===== src/rtl/vga_out_pkg.sv =====
// Shared definitions for the VGA output pipe: Bayer threshold table,
// pin layout selectors, idle sync levels and the pin mapping helper.
package vga_out_pkg;

    localparam int PINMAP_TINYVGA = 0;
    localparam int PINMAP_PLAIN   = 1;

    localparam logic IDLE_HSYNC_N = 1'b1;
    localparam logic IDLE_VSYNC_N = 1'b1;

    // Row-major 4x4 ordered dither thresholds, index {row, col}
    localparam logic [3:0] BAYER [16] = '{
        4'd0,  4'd8,  4'd2,  4'd10,
        4'd12, 4'd4,  4'd14, 4'd6,
        4'd3,  4'd11, 4'd1,  4'd9,
        4'd15, 4'd7,  4'd13, 4'd5
    };

    function automatic logic [3:0] bayer4x4(
        input logic [1:0] row,
        input logic [1:0] col
    );
        return BAYER[{row, col}];
    endfunction

    function automatic logic [7:0] map_pins(
        input int         pinmap,
        input logic       hs_n,
        input logic       vs_n,
        input logic [1:0] r,
        input logic [1:0] g,
        input logic [1:0] b
    );
        if (pinmap == PINMAP_PLAIN)
            return {hs_n, vs_n, b, g, r};
        return {hs_n, b[0], g[0], r[0], vs_n, b[1], g[1], r[1]};
    endfunction

endpackage


===== src/rtl/vga_dither_ch.sv =====
// One colour channel: optional threshold add with saturation, then
// truncation to OUT_BPC and forced black outside the visible area.
// Ports: in_i (IN_BPC colour), t_scaled_i (scaled threshold),
//   visible_i, en_i (dither enable), out_o (OUT_BPC colour). Combinational.
module vga_dither_ch #(
    parameter int IN_BPC  = 6,
    parameter int OUT_BPC = 2
) (
    input  logic [IN_BPC-1:0]  in_i,
    input  logic [IN_BPC-1:0]  t_scaled_i,
    input  logic               visible_i,
    input  logic               en_i,
    output logic [OUT_BPC-1:0] out_o
);

    localparam int D = IN_BPC - OUT_BPC;

    logic [IN_BPC:0]   sum;
    logic [IN_BPC-1:0] sat;

    assign sum = {1'b0, in_i}
               + {1'b0, (en_i ? t_scaled_i : {IN_BPC{1'b0}})};

    // Carry out means the threshold pushed past full scale: clamp
    assign sat = sum[IN_BPC] ? {IN_BPC{1'b1}} : sum[IN_BPC-1:0];

    assign out_o = visible_i ? sat[IN_BPC-1:D] : {OUT_BPC{1'b0}};

    generate
        if (D > 0) begin : g_lsb
            logic unused_lsb;
            assign unused_lsb = ^sat[D-1:0];
        end
    endgenerate

endmodule


===== src/rtl/vga_out_pipe.sv =====
// VGA output stage: Bayer dither + blanking, sync-aligned pipe, pin map.
// Ports: clk, reset (async high), i_reg (1 = pins from last register),
//   i_dither_en, i_hpos/i_vpos, i_visible, i_hsync_n/i_vsync_n,
//   i_r/i_g/i_b -> o_pins (mapped VGA pins), o_frame (frame counter).
// Macro VGA_OUT_TEMPORAL_DITHER_EN rotates the threshold column per frame.
module vga_out_pipe
    import vga_out_pkg::*;
#(
    parameter int IN_BPC      = 6,
    parameter int OUT_BPC     = 2,
    parameter int PIPE_STAGES = 2,
    parameter int PINMAP      = 0
) (
    input  logic              clk,
    input  logic              reset,
    input  logic              i_reg,
    input  logic              i_dither_en,
    input  logic [9:0]        i_hpos,
    input  logic [9:0]        i_vpos,
    input  logic              i_visible,
    input  logic              i_hsync_n,
    input  logic              i_vsync_n,
    input  logic [IN_BPC-1:0] i_r,
    input  logic [IN_BPC-1:0] i_g,
    input  logic [IN_BPC-1:0] i_b,
    output logic [7:0]        o_pins,
    output logic [1:0]        o_frame
);

    localparam int D = IN_BPC - OUT_BPC;

    typedef struct packed {
        logic               hs_n;
        logic               vs_n;
        logic               vis;
        logic [OUT_BPC-1:0] r;
        logic [OUT_BPC-1:0] g;
        logic [OUT_BPC-1:0] b;
    } pix_t;

    localparam pix_t PIX_IDLE = '{
        hs_n: IDLE_HSYNC_N,
        vs_n: IDLE_VSYNC_N,
        vis:  1'b0,
        r:    '0,
        g:    '0,
        b:    '0
    };

    pix_t              pipe_q [PIPE_STAGES];
    pix_t              stage_d;
    pix_t              pix_early;
    pix_t              pix_out;
    logic [1:0]        frame_q;
    logic [1:0]        frame_d;
    logic [1:0]        col;
    logic [3:0]        t_raw;
    logic [IN_BPC-1:0] t_scaled;
    logic [OUT_BPC-1:0] r_c;
    logic [OUT_BPC-1:0] g_c;
    logic [OUT_BPC-1:0] b_c;

`ifdef VGA_OUT_TEMPORAL_DITHER_EN
    assign col = i_hpos[1:0] ^ frame_q;
`else
    assign col = i_hpos[1:0];
`endif

    assign t_raw = bayer4x4(i_vpos[1:0], col);

    // Align the 4-bit threshold with the D bits that get dropped
    generate
        if (D >= 4) begin : g_up
            assign t_scaled = IN_BPC'(t_raw) << (D - 4);
        end else begin : g_dn
            logic [3:0] t_sh;
            assign t_sh     = t_raw >> (4 - D);
            assign t_scaled = IN_BPC'(t_sh);
        end
    endgenerate

    vga_dither_ch #(.IN_BPC(IN_BPC), .OUT_BPC(OUT_BPC)) u_r (
        .in_i(i_r), .t_scaled_i(t_scaled), .visible_i(i_visible),
        .en_i(i_dither_en), .out_o(r_c)
    );
    vga_dither_ch #(.IN_BPC(IN_BPC), .OUT_BPC(OUT_BPC)) u_g (
        .in_i(i_g), .t_scaled_i(t_scaled), .visible_i(i_visible),
        .en_i(i_dither_en), .out_o(g_c)
    );
    vga_dither_ch #(.IN_BPC(IN_BPC), .OUT_BPC(OUT_BPC)) u_b (
        .in_i(i_b), .t_scaled_i(t_scaled), .visible_i(i_visible),
        .en_i(i_dither_en), .out_o(b_c)
    );

    always_comb begin
        stage_d      = PIX_IDLE;
        stage_d.hs_n = i_hsync_n;
        stage_d.vs_n = i_vsync_n;
        stage_d.vis  = i_visible;
        stage_d.r    = r_c;
        stage_d.g    = g_c;
        stage_d.b    = b_c;
    end

    // Falling vsync edge, judged against the copy held in stage 1
    always_comb begin
        frame_d = frame_q;
        if (pipe_q[0].vs_n && !i_vsync_n)
            frame_d = frame_q + 2'd1;
    end

    always_ff @(posedge clk or posedge reset) begin
        if (reset) begin
            for (int k = 0; k < PIPE_STAGES; k++)
                pipe_q[k] <= PIX_IDLE;
            frame_q <= 2'd0;
        end else begin
            pipe_q[0] <= stage_d;
            for (int k = 1; k < PIPE_STAGES; k++)
                pipe_q[k] <= pipe_q[k-1];
            frame_q <= frame_d;
        end
    end

    // Bypassing the final register taps one stage earlier
    generate
        if (PIPE_STAGES >= 2) begin : g_tap
            assign pix_early = pipe_q[PIPE_STAGES-2];
        end else begin : g_comb
            assign pix_early = stage_d;
        end
    endgenerate

    assign pix_out = i_reg ? pipe_q[PIPE_STAGES-1] : pix_early;

    assign o_pins = map_pins(
        PINMAP, pix_out.hs_n, pix_out.vs_n,
        pix_out.r[OUT_BPC-1 -: 2],
        pix_out.g[OUT_BPC-1 -: 2],
        pix_out.b[OUT_BPC-1 -: 2]
    );

    assign o_frame = frame_q;

    logic unused_ok;
    assign unused_ok = ^{i_hpos[9:2], i_vpos[9:2], pix_out.vis};

endmodule


===== config.mk =====
export PLATFORM = sky130hd
export DESIGN_NAME = vga_out_pipe
export DESIGN_NICKNAME = d
export VERILOG_FILES = /design/src/rtl/vga_out_pkg.sv /design/src/rtl/vga_dither_ch.sv /design/src/rtl/vga_out_pipe.sv
export SDC_FILE = /design/constraint.sdc
export NUM_CORES = 1
export LEC_CHECK = 0
export CAP_MARGIN = 20
export CORE_MARGIN = 5
export CORE_UTILIZATION = 38
export CTS_BUF_LIST = sky130_fd_sc_hd__clkbuf_4
export DETAILED_ROUTE_END_ITERATION = 7
export PLACE_DENSITY = 0.78
export SYNTH_ARGS = -nofsm -noshare
export SYNTH_HDL_FRONTEND = slang
export SYNTH_SLANG_ARGS = --single-unit

===== constraint.sdc =====
create_clock -name clk -period 1.55 [get_ports clk]
set_input_delay 0.465 -clock clk [delete_from_list [all_inputs] [get_ports clk]]
set_output_delay 0.465 -clock clk [all_outputs]
set_load 0.05 [all_outputs]

* Word level (Yosys, flattened, before mapping)
Memories as Yosys holds them, arrays and structs flattened.
Cells that the tools add are included.
** Storage, ports and cells
- Bits in registers :: 20
- Memory bits (read-only) :: 64
- Bits of input ports :: 45
- Output and inout port bits :: 10
- Logic and storage cells :: 32
- Memories kept :: 1
** Operators by class
- Add/subtract/negate cells :: 4
- $lt $le $gt $ge :: 1
- Muxes and demuxes :: 10
- Bitwise gates (word level) :: 1
- Reductions and logical operators :: 2
** Memory list
- (no name shown) :: words 16, bits a word 4, read ports 1, clocked after Yosys merged registers in 0, wr ports 0, RTL line vga_out_pkg.sv:23 : return BAYER[{row, col}];
** Operators by type and width (number)
- adder 6 x 6 -> 7 bit :: 3
- two-way mux 6 bit :: 3
- two-way mux 4 bit :: 3
- two-way mux 9 bit :: 1
- two-way mux 2 bit :: 3
- greater-or-equal comparator 5 bit (second input constant) :: 1
- NOT 4 -> 5 bit :: 1
- adder 2 x 1 -> 2 bit (second input constant) :: 1
- logical AND 1 bit :: 1
- zero test 1 bit :: 1

* Longest topological paths before layout
Gate-level depths: netlist of run 1.
- Depth in word-level cells :: 8
- Mapped depth :: 7
- Gate-level depth less buffers :: 7

* Hierarchy
Synthesis of run 1 repeated with hierarchy kept, for this count alone.
** Unflattened totals
- Cells, all modules :: 108
- Area, all modules :: 1184.9 um2
** By module, submodules not included
- vga_out_pipe :: times used 1, cells an instance 35, area each 643.1 um2, seq. area each 455.4 um2
- vga_dither_ch at u_g ... :: times used 2, cells an instance 25, area each 178.9 um2, seq. area each 0.0 um2
- vga_dither_ch at u_b :: times used 1, cells an instance 23, area each 183.9 um2, seq. area each 0.0 um2

* Worst setup path before layout of run 1
No wires, ideal clock.
- Kind :: input -> register
- From :: input i_hpos[1]
- To :: register pipe_q[14] (netlist bit)
- Setup time :: 0.121 ns
- Data arrival time :: 1.495 ns
- Required time :: 1.429 ns
- Path slack :: -0.066 ns
- Stages on the path :: 7
- Path buffers :: 0
- Cell sequence :: xor2_1 and2_1 ha_1 a21o_1 a21oi_1 o21ai_1 a22o_1
** Between the ends
- Word-level cells in the longest chain between the ends :: 8
** Ends and longest elaborated chain
- from (decl) :: RTL line vga_out_pipe.sv:18 : input logic [9:0] i_hpos,
- NOT 4 -> 5 bit (implied by the code) :: RTL line vga_out_pkg.sv:23
- memory read (16 x 4 bit)
- two-way mux 4 bit (implied by the code) (2 in series) :: RTL line vga_out_pkg.sv:23
- two-way mux 4 bit :: RTL line vga_dither_ch.sv:22 : + {1'b0, (en_i ? t_scaled_i : {IN_BPC{1'b0}})};
- adder 6 x 6 -> 7 bit :: RTL line vga_dither_ch.sv:22
- two-way mux 6 bit :: RTL line vga_dither_ch.sv:25 : assign sat = sum[IN_BPC] ? {IN_BPC{1'b1}} : sum[IN_BPC-1:0];
- two-way mux 2 bit :: RTL line vga_dither_ch.sv:27 : assign out_o = visible_i ? sat[IN_BPC-1:D] : {OUT_BPC{1'b0}};
- net r_c[1] :: RTL line vga_out_pipe.sv:59 : logic [OUT_BPC-1:0] r_c;
- to (signal, indexed assignment) :: RTL line vga_out_pipe.sv:120 : pipe_q[k] <= pipe_q[k-1];
- to (decl) :: RTL line vga_out_pipe.sv:50 : pix_t pipe_q [PIPE_STAGES];
The timed path passes the listed nets, and every way through them passes these cells. The select of a mux whose other input is x is not followed.
A chain may end at the register's enable or synchronous reset.

* Final worst setup path of run 1
- From :: input i_reg
- To :: output o_pins[4]
** Between the ends
- Word-level cells in the longest chain between the ends :: 1
** Ends and longest elaborated chain
- from (decl) :: RTL line vga_out_pipe.sv:16 : input logic i_reg,
- two-way mux 9 bit :: RTL line vga_out_pipe.sv:134 : assign pix_out = i_reg ? pipe_q[PIPE_STAGES-1] : pix_early;
- to (decl) :: RTL line vga_out_pipe.sv:26 : output logic [7:0] o_pins,
No other way between the ends.

==> results of run 1 <==
-- area by class of cell --
type	instances	area, µm²	area share (%)
Clock buffer	3	22.5	1.43
Sequential cell	18	455	28.9
Tap cell	28	35.0	2.23
Multi-Input combinational cell	55	561	35.6
Timing Repair Buffer	44	482	30.6
Inverter	4	15.0	0.954
Clock inverter	1	3.75	0.238
-- cell families after synthesis --
family,count (synthesis),synth area share [%]
DFF,18,49.1
muxes,11,13.0
AOI/OAI and AO/OA,14,9.72
buffers and inverters,6,2.56
and+or+nand+nor,17,9.72
adders and majority gates,9,12.1
xor gates and xnor gates,4,3.78
-- worst register-to-register path: cells and delay by family (launching register included) --
kind	cells	cell delay, ps
buf+inv	1	110
xor+xnor	1	130
flops	1	550
simple gates	1	80
-- where the power goes --
group | internal, µW | switching (µW)
Sequential | 533 | 49.9
Combinational | 335 | 308
Clock | 93.4 | 133
Total | 961 | 490
-- cells in the final DEF (no fill, tap or decap), types with 2 or more instances in the layout --
master / instances
ha_1: 3
dfstp_2: 4
inv_1: 4
mux2_4: 7
a22o_1: 2
a21oi_2: 3
buf_12: 2
and2_1: 2
o21ai_2: 2
and2_4: 3
buf_4: 4
dfrtp_1: 14
clkdlybuf4s15_1: 2
o21ai_1: 2
buf_6: 2
clkbuf_2: 3
nand4_1: 3
clkdlybuf4s50_1: 21
buf_8: 9
ha_4: 5
xor2_1: 2
o21ai_0: 3
clkbuf_4: 3
xnor2_1: 2
nand2_1: 5
a21o_1: 2
mux2i_1: 3
-- per-stage QoR --
step	hold WS [ps]	cells	instance area, µm²	setup TNS [ps]
3_5_place_dp	359	148	1390	-7390
5_1_grt	376	153	1570	-600
4_1_cts	371	153	1550	-414
3_3_place_gp	355	148	1390	-7190
2_1_floorplan	350	79	950	-120
6_report	370	153	1570	-425
-- registers in the layout, indices dropped and copies added (netlist names) --
name / flops
o_frame: 2
pipe_q: 16
-- worst paths after layout --
path	startpoint	endpoint	slack [ps]	depth (start not counted)
worst min register to register	pipe_q[17]$_DFF_PP1_	pipe_q[8]$_DFF_PP1_	370	0
max in group asynchronous	reset	pipe_q[8]$_DFF_PP1_	790	3
worst min-delay path	pipe_q[17]$_DFF_PP1_	pipe_q[8]$_DFF_PP1_	370	0
worst max-delay path	i_reg	o_pins[4]	-60	4
worst max register to register	pipe_q[16]$_DFF_PP1_	o_frame[1]$_DFFE_PP0P_	580	3
min in group asynchronous	reset	pipe_q[14]$_DFF_PP0_	510	3
-- repair_timing --
item	CTS	global route
hold endpoints to repair	0	0
pin swaps	10	8
gates resized for setup	42	13
buffers inserted	1	0
endpoints found under the setup margin	14	14
gates cloned	0	0
-- per-layer routing --
layer / global-route usage [%] / vias to the layer above
li1: - / 370
met1: 14.8 / 346
met2: 22.2 / 35
met3: 5.66 / 4
met4: 7.77 / 0
met5: 0 / -
==> run metrics, run 1 <==
top cell type's share of synthesized area about 38%; Inserted Diodes 0; drt total wl around 2100 µm; Avg Inst Size Synth approximately 12 µm²; placer congestion estimate just over 0.8; most frequent cell after synthesis dfrtp_1; PwrDens about 900 mW/mm²; global route overflow 0; die area between 0.003 and 0.004 mm²; initial antenna violation count 0; async set or reset register ratio after synthesis 100%; WL met1 just under 800 µm; routed len/inst roughly 13 µm; HPWL after detailed placement approximately 1700 µm; I/O pin cnt 55; area growth from synthesis to layout 69.8%; Hold Fails Final Rpt 0; PortBufs 38; worst-case clock buffer depth 2; initial drt markers 3; Final min period between 1500 and 2000 ps; Slew headroom 85.1%; Fill cells roughly 170; largest area contributor in the netlist dfrtp_1; DR top layer met4; Worst-Margin Slew between 200 and 250 ps; global-route wire length before repair ~3600 µm; failing checks negative setup slack; CP Cell Sequence buf_8, buf_8, mux2_4, buf_8; type of the worst setup path primary input to output pin; crit end category output pin; Final Worst Setup Slack -59.9 ps; Tot Pwr between 1000 and 1500 µW; worst-skew pair later-pin latency 280 ps; flops & latches, synth 18; Synth Instances between 70 and 80; initial core utilization 40.7%; hold_buf cts 0; fraction of layout instances using a drive strength above 1 between 40% and 50%; status finished with violations; Crit-path slowest cell mux2_4; Residual DRC 0; met2 wire length between 1000 and 1500 µm; H-Tree Depth 1; most used cell, CP buf_8; Mapped Nets approximately 130; Final ANT Viol Nets 0; maximum fanout along the worst path 5; DRT Pass-1 Iters 2; fmax ~620 MHz; CTS Buf Count 3; register area share after synthesis roughly half; Leak 0.000723 µW; CTS Root Cell clkbuf_4; final setup fails 8; GRT Total Usage between 10% and 20%; VDD IR max a little over 800 µV; pre-CTS WS -581 ps; Final Skew roughly 0.59 ps; startpoint types primary input; count of different cell masters after synthesis 23; top cells by count, synth dfrtp_1 (14), ha_1 (9), mux2_2 (8); vias in the first global route 851; DR vias/cell between 4 and 5; cell area after synthesis just over 900 µm²; Die Ht slightly below 60 µm; YS warnings 0; via count 755; RSZ-0062 raised after global routing yes; Required @ worst endpoint about 1100 ps; Die W 59.4 µm; Largest delay share family, worst path buffers and inverters; final core occ about 69%; area of the core between 0.002 and 0.0025 mm²; CTS sink cnt 18; HP Class flip-flop to flip-flop; Buf/Inv on CP 3; Nets 180; Tcrit/Tclk final 104%; Crit path largest cell delay roughly 300 ps; # rows 17; ys flop type dfrtp_1; number of max-cap violations 0; clock-pin transition on the worst setup and hold timing paths 90 ps; Slew Viols, Final 0; arrival time worst endpoint between 1000 and 1500 ps; TritonCTS clock tree built; metal3 WL 229 µm; number of synthesized flops with an enable pin 0; largest net degree at the start of global routing 19; synth top area cells dfrtp_1 (38%), ha_1 (12%), dfstp_2 (11%), mux2_2 (9.7%), and2_1 (3.4%)
Note: power is estimated with default switching activity, not from simulation.
==> run 2, diff against run 1 <==
--- a/config.mk
+++ b/config.mk
@@ -10,6 +10,7 @@
 export CORE_UTILIZATION = 38
 export CTS_BUF_LIST = sky130_fd_sc_hd__clkbuf_4
 export DETAILED_ROUTE_END_ITERATION = 7
+export HOLD_SLACK_MARGIN = 0.06
 export PLACE_DENSITY = 0.78
 export SYNTH_ARGS = -nofsm -noshare
 export SYNTH_HDL_FRONTEND = slang
==> results of run 2 <==
Final layout, timing and power as in run 1 (identical DEF).
==> run 3, diff against run 2 <==
--- a/config.mk
+++ b/config.mk
@@ -7,11 +7,11 @@
 export LEC_CHECK = 0
 export CAP_MARGIN = 20
 export CORE_MARGIN = 5
-export CORE_UTILIZATION = 38
+export CORE_UTILIZATION = 34
 export CTS_BUF_LIST = sky130_fd_sc_hd__clkbuf_4
 export DETAILED_ROUTE_END_ITERATION = 7
 export HOLD_SLACK_MARGIN = 0.06
-export PLACE_DENSITY = 0.78
+export PLACE_DENSITY = 0.74
 export SYNTH_ARGS = -nofsm -noshare
 export SYNTH_HDL_FRONTEND = slang
 export SYNTH_SLANG_ARGS = --single-unit
==> constraint.sdc (replaced) <==
create_clock -name clk -period 1.4 [get_ports clk]
set_input_delay 0.42 -clock clk [delete_from_list [all_inputs] [get_ports clk]]
set_output_delay 0.42 -clock clk [all_outputs]
set_load 0.05 [all_outputs]
==> run metrics, run 3 (same netlist as run 1, synthesis figures left out) <==
Slew Viols, Final 0; routed len/inst about 13 µm; Die Ht a little over 60 µm; Final min period between 1500 and 2000 ps; maximum fanout along the worst path 2; PortBufs 38; R2R depth 3; pre-CTS WS -728 ps; vias in the first global route between 800 and 900; Inserted Diodes 0; Int Pwr between 1000 and 1500 µW; sw frac around 34%; Slew headroom around four fifths; VDD IR max between 1000 and 1500 µV; via count roughly 750; CTS Buf Count 3; combinational power share 44.4%; TritonCTS clock tree built; Nets 180; die area approximately 0.0039 mm²; type of the worst setup path flip-flop to output pin; Worst-Margin Slew 313 ps; I/O pin cnt 55; fraction of layout instances using a drive strength above 1 roughly 46%; initial antenna violation count 0; final hold slack ~370 ps; Flop pwr share between 40 and 50%; worst-skew pair later-pin latency roughly 280 ps; failing checks negative setup slack; sw power 547 µW; Fill cells approximately 240; Final ANT Viol Nets 0; area growth from synthesis to layout 74.5%; met2 Track Usage GR approximately 20%; number of flip-flops under the largest register name 16; Required @ worst endpoint 980 ps; hold_buf cts 0; clock-pin transition on the worst setup and hold timing paths approximately 100 ps; global route overflow 0; global-route wire length before repair 3550 µm; crit end category output pin; RSZ-0062 raised after global routing yes; Tcrit/Tclk final 109%; DRT Pass-1 Iters 3; Final Worst Setup Slack -127 ps; number of max-cap violations 0; worst-case clock buffer depth 2; startpoint types flip-flop; HPWL after detailed placement 1730 µm; Leak around 0.00074 µW; Final Skew between 0.4 and 0.5 ps; Most flops, register pipe_q; area of the core about 0.0027 mm²; HP Class flip-flop to flip-flop; initial core utilization 34.5%; global routing usage on met3 3.96%; drt total wl between 2000 and 2500 µm; GRT Total Usage a little over a tenth; GR Layer Usage met1 a little under an eighth; # rows 19; arrival time worst endpoint between 1000 and 1500 ps; PwrDens slightly below 1000 mW/mm²; CTS sink cnt 18; initial drt markers 19; H-Tree Depth 1; final setup fails 9; busiest grt layer met2; Die W roughly 62 µm; Residual DRC 0; status finished with violations; hold path depth 0; Hold Fails Final Rpt 0; most frequent cells in the layout dfrtp_1 (14), clkdlybuf4s50_1 (13), buf_6 (10); setup TNS -927 ps; CTS Root Cell clkbuf_4; placer congestion estimate 0.848; most common cell after layout, fill and taps aside dfrtp_1; clock share of power between 10% and 20%; DR vias/cell 4.79; largest net degree at the start of global routing 19; fmax 655 MHz
## run 3: cell types whose count changed in the layout (fill, tap and decap cells not counted), moves of 3 or more
| cell | delta |
|---|---|
| buf_6 | +8 |
| ha_1 | -3 |
| ha_4 | +4 |
| clkdlybuf4s50_1 | -8 |
| dlygate4sd2_1 | +8 |
| buf_8 | -6 |
| clkbuf_2 | -3 |
| buf_4 | +3 |
## run 3: final cells by class
class	count	area, µm²	area share [%]
multi-input combinational	55	623	38.5
clock inverter	1	3.75	0.232
timing repair buffer	44	459	28.4
sequential	18	455	28.2
inverter	4	15.0	0.928
tap	31	38.8	2.40
clock buffer	3	22.5	1.39
## run 3: timing repair
action	4_1_cts	5_1_grt
setup endpoints to repair	14	13
gates cloned	0	0
setup buffers	2	1
resized for setup	53	5
pin swaps	18	14
## run 3: per-layer routing
layer,up-vias,wire length [µm]
met4,0,6
met3,2,211
met1,344,773
li1,367,-
met5,-,0
met2,35,1070
## run 3: critical path, cell delays in order (launching register included)
cell and delay (ps):
dfrtp_1 400, mux2_4 280, buf_8 150
## run 3: final timing paths
check	from	end	slack (ps)
min in group asynchronous	reset	pipe_q[0]$_DFF_PP0_	460
max	pipe_q[14]$_DFF_PP0_	o_pins[0]	-130
max in group asynchronous	reset	pipe_q[16]$_DFF_PP1_	690
min	pipe_q[17]$_DFF_PP1_	pipe_q[8]$_DFF_PP1_	370
min reg2reg	pipe_q[17]$_DFF_PP1_	pipe_q[8]$_DFF_PP1_	370
max reg2reg	pipe_q[16]$_DFF_PP1_	o_frame[1]$_DFFE_PP0P_	420
## run 3: through the flow
step	instance area, µm²	instances	power (µW)	utilization (%)
6_report	1620	156	1610	60.2
4_1_cts	1590	155	1610	59.3
5_1_grt	1620	156	1690	60.2
3_5_place_dp	1490	150	1330	55.6
2_1_floorplan	1040	79	1020	-
3_3_place_gp	1490	150	1320	55.6
## run 3: power groups by stage
stage | combinational (µW) | clock, µW | sequential, µW
final | 714 | 248 | 645
after global placement | 663 | 0 | 653
after floorplan | 279 | 0 | 739
after global routing | 758 | 282 | 654
after CTS | 709 | 256 | 646
after detailed placement | 676 | 0 | 657
